**src/rtl/dma_rd_sched.sv**
```systemverilog
// Round-robin read scheduler: NCH DMA channels share one AXI4-Lite read master,
// one beat outstanding, each channel served for at most QUANTUM beats per turn.
module dma_rd_sched #(
    parameter  int NCH     = 4,
    parameter  int QUANTUM = 4,
    localparam int CW      = (NCH > 1) ? $clog2(NCH) : 1,
    localparam int QW      = $clog2(QUANTUM + 1)
) (
    input  logic          aclk,
    input  logic          aresetn,
    input  logic          cfg_valid,
    input  logic [CW-1:0] cfg_ch,
    input  logic [31:0]   cfg_addr,
    input  logic [15:0]   cfg_len,
    output logic [NCH-1:0] ch_busy,
    output logic [NCH-1:0] ch_done,
    output logic [NCH-1:0] ch_err,
    output logic [31:0]   dma_m_axi_araddr,
    output logic          dma_m_axi_arvalid,
    input  logic          dma_m_axi_arready,
    input  logic [31:0]   dma_m_axi_rdata,
    input  logic [1:0]    dma_m_axi_rresp,
    input  logic          dma_m_axi_rvalid,
    output logic          dma_m_axi_rready,
    output logic          out_valid,
    output logic [CW-1:0] out_ch,
    output logic [31:0]   out_data,
    output logic [1:0]    out_resp,
    input  logic          out_ready
);

    typedef enum logic [1:0] {IDLE, AR, R} state_t;

    state_t        state;
    logic [31:0]   addr_q [NCH];
    logic [15:0]   rem_q  [NCH];
    logic [NCH-1:0] busy_q;
    logic [NCH-1:0] err_q;
    logic [NCH-1:0] done_q;
    logic [CW-1:0] cur_ch;
    logic [CW-1:0] rr_ptr;
    logic [QW-1:0] qcnt;

    logic          cfg_acc;
    logic          beat;
    logic [15:0]   rem_nxt;
    logic [QW-1:0] qcnt_nxt;
    logic [CW-1:0] rr_nxt;
    logic [CW-1:0] sel;
    logic          found;
    int            j;

    assign cfg_acc  = cfg_valid && (int'(cfg_ch) < NCH) &&
                      !busy_q[cfg_ch] && (cfg_len != 16'd0);
    assign beat     = (state == R) && dma_m_axi_rvalid && out_ready;
    assign rem_nxt  = rem_q[cur_ch] - 16'd1;
    assign qcnt_nxt = qcnt + 1'b1;
    assign rr_nxt   = (int'(cur_ch) == NCH - 1) ? '0 : cur_ch + 1'b1;

    // First busy channel at or after rr_ptr, wrapping around.
    always_comb begin
        sel   = rr_ptr;
        found = 1'b0;
        j     = 0;
        for (int i = 0; i < NCH; i++) begin
            j = (int'(rr_ptr) + i) % NCH;
            if (!found && busy_q[CW'(j)]) begin
                found = 1'b1;
                sel   = CW'(j);
            end
        end
    end

    assign dma_m_axi_arvalid = (state == AR);
    assign dma_m_axi_araddr  = (state == AR) ? addr_q[cur_ch] : '0;
    assign dma_m_axi_rready  = (state == R) && out_ready;
    assign out_valid         = (state == R) && dma_m_axi_rvalid;
    assign out_ch            = cur_ch;
    assign out_data          = dma_m_axi_rdata;
    assign out_resp          = dma_m_axi_rresp;

    assign ch_busy = busy_q;
    assign ch_done = done_q;
    assign ch_err  = err_q;

    always_ff @(posedge aclk or negedge aresetn) begin
        if (!aresetn) begin
            state  <= IDLE;
            busy_q <= '0;
            err_q  <= '0;
            done_q <= '0;
            cur_ch <= '0;
            rr_ptr <= '0;
            qcnt   <= '0;
            for (int i = 0; i < NCH; i++) begin
                addr_q[i] <= '0;
                rem_q[i]  <= '0;
            end
        end else begin
            done_q <= '0;
            if (cfg_acc) begin
                addr_q[cfg_ch] <= cfg_addr;
                rem_q[cfg_ch]  <= cfg_len;
                err_q[cfg_ch]  <= 1'b0;
                busy_q[cfg_ch] <= 1'b1;
            end
            unique case (state)
                IDLE: begin
                    if (found) begin
                        cur_ch <= sel;
                        qcnt   <= '0;
                        state  <= AR;
                    end
                end
                AR: begin
                    if (dma_m_axi_arready)
                        state <= R;
                end
                R: begin
                    if (beat) begin
                        addr_q[cur_ch] <= addr_q[cur_ch] + 32'd4;
                        rem_q[cur_ch]  <= rem_nxt;
                        qcnt           <= qcnt_nxt;
                        if (dma_m_axi_rresp != 2'b00)
                            err_q[cur_ch] <= 1'b1;
                        if (rem_nxt == 16'd0) begin
                            busy_q[cur_ch] <= 1'b0;
                            done_q[cur_ch] <= 1'b1;
                        end
                        if (rem_nxt != 16'd0 && qcnt_nxt < QW'(QUANTUM)) begin
                            state <= AR;
                        end else begin
                            rr_ptr <= rr_nxt;
                            state  <= IDLE;
                        end
                    end
                end
                default: state <= IDLE;
            endcase
        end
    end

endmodule
```
**config.mk**
```make
export PLATFORM = sky130hd
export DESIGN_NAME = dma_rd_sched
export DESIGN_NICKNAME = d
export VERILOG_FILES = /design/src/rtl/dma_rd_sched.sv
export SDC_FILE = /design/constraint.sdc
export NUM_CORES = 1
export LEC_CHECK = 0
export BUFFER_PORTS_ARGS = -buffer_cell sky130_fd_sc_hd__buf_2
export CORE_MARGIN = 2
export CORE_UTILIZATION = 50
export CTS_CLUSTER_SIZE = 25
export DETAILED_ROUTE_END_ITERATION = 10
export PLACE_DENSITY_LB_ADDON = 0.15
export SKIP_LAST_GASP = 1
export SYNTH_ARGS = -nofsm -noshare
export SYNTH_HDL_FRONTEND = slang
export SYNTH_SLANG_ARGS = --single-unit
```
**constraint.sdc**
```tcl
create_clock -name aclk -period 3.3 [get_ports aclk]
set_input_delay 0.66 -clock aclk [delete_from_list [all_inputs] [get_ports aclk]]
set_output_delay 0.66 -clock aclk [all_outputs]
set_load 0.005 [all_outputs]
```
==> impl_metrics.csv <==
group,metric,value,unit
outcome,status,"finished clean",
setup_path,worst_setup_path_start_kind,"flop",
detailed_routing,ant_nets,0,
synth,synth_ff_type,"dfrtp_1",
setup_path,cp_data_arrival_time,3620,ps
pwr,ir_drop,404.2,uV
clock_tree,cts_buffers,26,
finish,n_fill_cell,2203,
detailed_routing,avgRoutedWirePerCell,20.61,um
timing,timing.hold.ws,92.51,ps
placed_design,gp_routability_congestion,0.8104,
synth,synth-warning-count,0,
floorplan,start_util,0.5050,
global_route,grt_pass1_vias,9257,
setup_path,crit_required,3740,ps
finish,multiInputGateArea,6659,um2
detailed_routing,vias,9573,
synth,synth-seq-area-share,0.4228,
timing,setup_viol,0,
synth,syn_area,12610,um2
clock_tree,clock_path_buffers,3,
clock_tree,clk-insertion-delay-late,530,ps
floorplan,die_area,26500,um2
clock_tree,path_clk_slew,60,ps
global_route,grt_usage,0.2637,
detailed_routing,first_pass_iters,5,
synth,synth_edf_count,0,
synth,synthesis.nets,1317,
timing,slew_headroom,0.5495,
detailed_routing,initialDrtViolationCount,737,
clock_tree,clkSinkCount,213,
timing,period_share,0.9641,
detailed_routing,wl,34.53,mm
timing,grt_setup_unrepaired,"true",
hold_path,min_path_type,"primary input to asynchronous set/reset pin",
synth,ys_ff_latch,213,
timing,skew,12.73,ps
pwr,p_leak,6.889,nW
clock_tree,ctsHoldBuffers,0,
global_route,grt-ovfl-total,0,
detailed_routing,vias_per_cell,5.715,
placed_design,port_buffers,108,
floorplan,core_area,24960,um2
global_route,grt_pass1_wl,54.34,mm
floorplan,rows,58,
placed_design,dp_slack,-26.48,ps
flow_run,maxCapViolCount,0,
synth,syn_avg_cell_area,10.34,um2
clock_tree,cts_tree,"done",
timing,max_freq,314.3,MHz
detailed_routing,drc,0,
timing,post-route-min-period,3182,ps
timing,fin_ws,118.3,ps
timing,hold_viol_final,0,
clock_tree,cts-htree-levels,1,
setup_path,endpoint_kind,"flop",
setup_path,crit_type,"flop to flop",
finish,drive_above_1_share,0.2964,
timing,drv_slew,0,
finish,seqCellArea,5335,um2
pwr,p_per_area,852.1,nW/um2
floorplan,fp.dieH,162.8,um
finish,final_nets,1422,
clock_tree,cts_root_buf,"clkbuf_16",
synth,ys_types,54,
floorplan,die_w,162.8,um
global_route,grt_max_degree,87,
finish,synthToLayoutAreaGrowth,16.04,%
floorplan,pin_count,173,
timing,worst_pin_slew,675.0,ps
global_route,antenna_found_initial,3,
placed_design,dp_hpwl,22.87,mm
synth,netlist_instances,1219,
setup_path,crit_path_max_fanout,13,
synth,synthArstFlopShare,1.000,
-- sequential cells by signal (all words and copies together), names as in the netlist --
signal / flops
addr_q: 128
ch_busy: 4
ch_done: 4
ch_err: 4
out_ch: 2
qcnt: 3
rem_q: 64
rr_ptr: 2
state: 2
-- worst max-delay path: stages (launching register included) --
cell and delay, ps:
dfrtp_4 540, buf_12 190, mux4_1 370, nand4_1 250, or4b_4 570, or4_4 510, nor3_4 200, xor2_2 230
nor2_1 70, a21oi_1 160
-- power breakdown --
group	internal [mW]	switching, mW	total [mW]
clock network	1.63	1.13	2.76
registers	3.54	0.506	4.04
logic	2.76	2.91	5.67
total	7.92	4.55	12.5
-- cells by family (layout without fill, tap and decap cells) --
kind of cell    after synthesis  count (layout)  share of synthesized area
xor+xnor                     40              40                    0.02958
other cells                   0               2                          0
mux                         250             250                     0.2588
simple gates                354             354                     0.1319
compound gates              226             226                    0.09309
buf+inv                     128             252                    0.05587
flops                       213             213                     0.4228
fa+ha+maj                     8               8                   0.007940
-- routing by layer --
layer	wire length (um)	track usage
met2	16430	0.4237
met5	9	0
met4	578	0.05390
met3	1731	0.03692
met1	15780	0.3846
-- synth_stat cells, types with 11 or more instances --
| master | instances | area share |
|---|---|---|
| a21oi_1 | 105 | 0.042 |
| xnor2_1 | 28 | 0.019 |
| o21ai_0 | 107 | 0.042 |
| dfrtp_1 | 213 | 0.42 |
| nor2_1 | 136 | 0.040 |
| mux2_2 | 94 | 0.084 |
| buf_4 | 39 | 0.023 |
| mux2i_1 | 107 | 0.085 |
| and2_1 | 30 | 0.015 |
| clkbuf_1 | 49 | 0.015 |
| nand2_1 | 120 | 0.036 |
| inv_1 | 15 | 0.0045 |
| mux4_1 | 14 | 0.029 |
| buf_2 | 11 | 0.0044 |
| mux4_2 | 33 | 0.059 |
-- cell usage in the layout (no fill, tap or decap), types with 4 or more instances in the layout --
cell type	instances
xor2_2	5
mux2i_1	107
buf_12	14
mux4_1	10
xor2_1	7
clkbuf_1	8
nor3_1	10
mux4_2	37
clkinv_2	5
nand3_1	7
nand4_1	7
buf_2	107
nand2_1	116
dfrtp_1	211
nor2_2	6
clkbuf_8	7
mux2_2	94
clkbuf_16	27
nand2_4	4
xnor2_1	26
buf_4	68
nor2_1	133
nor3_2	4
nor4_1	6
o21ai_0	107
and2_1	30
ha_1	8
a21oi_1	105
inv_1	15
-- worst paths after layout --
kind	from	slack, ps	endpoint	depth (start not counted)
worst min-delay path	aresetn	90	addr_q[82]$_DFF_PN0_	1
worst max register to register	out_ch[0]$_DFFE_PN0P_	120	addr_q[95]$_DFF_PN0_	9
min in group aclk	dma_m_axi_arready	410	state[1]$_DFFE_PN0P_	3
max in group asynchronous	aresetn	2470	addr_q[53]$_DFF_PN0_	2
worst max-delay path	out_ch[0]$_DFFE_PN0P_	120	addr_q[95]$_DFF_PN0_	9
worst min register to register	ch_err[2]$_DFF_PN0_	490	ch_err[2]$_DFF_PN0_	2
-- final cells by class --
cell class / count / share of cell area
Multi-Input combinational cell: 878 / 0.4552
Clock buffer: 41 / 0.05388
Tap cell: 330 / 0.02822
Clock inverter: 6 / 0.002224
Sequential cell: 213 / 0.3647
Timing Repair Buffer: 190 / 0.09160
Antenna cell: 2 / 0.0003421
Inverter: 15 / 0.003849
-- through the flow --
step	instance area (um2)	total power, mW	std cells	setup TNS [ps]	utilization
CTS	14540	12.38	1666	0	0.5823
finish	14630	12.47	1675	0	0.5860
global placement	13700	9.486	1618	0	0.5490
global route	14630	13.27	1674	-140.9	0.5859
floorplan	12610	7.759	1219	0	-
detailed placement	13700	9.580	1618	-48.03	0.5490
-- what timing repair did --
| item | in CTS | in global routing |
|---|---|---|
| resized for setup | 1 | 13 |
| setup buffers | 1 | 7 |
| endpoints found under the setup margin | 5 | 40 |
| hold endpoints to repair | 0 | 0 |
| pin swaps | 2 | 5 |
Power figures use the tool's default switching activity.
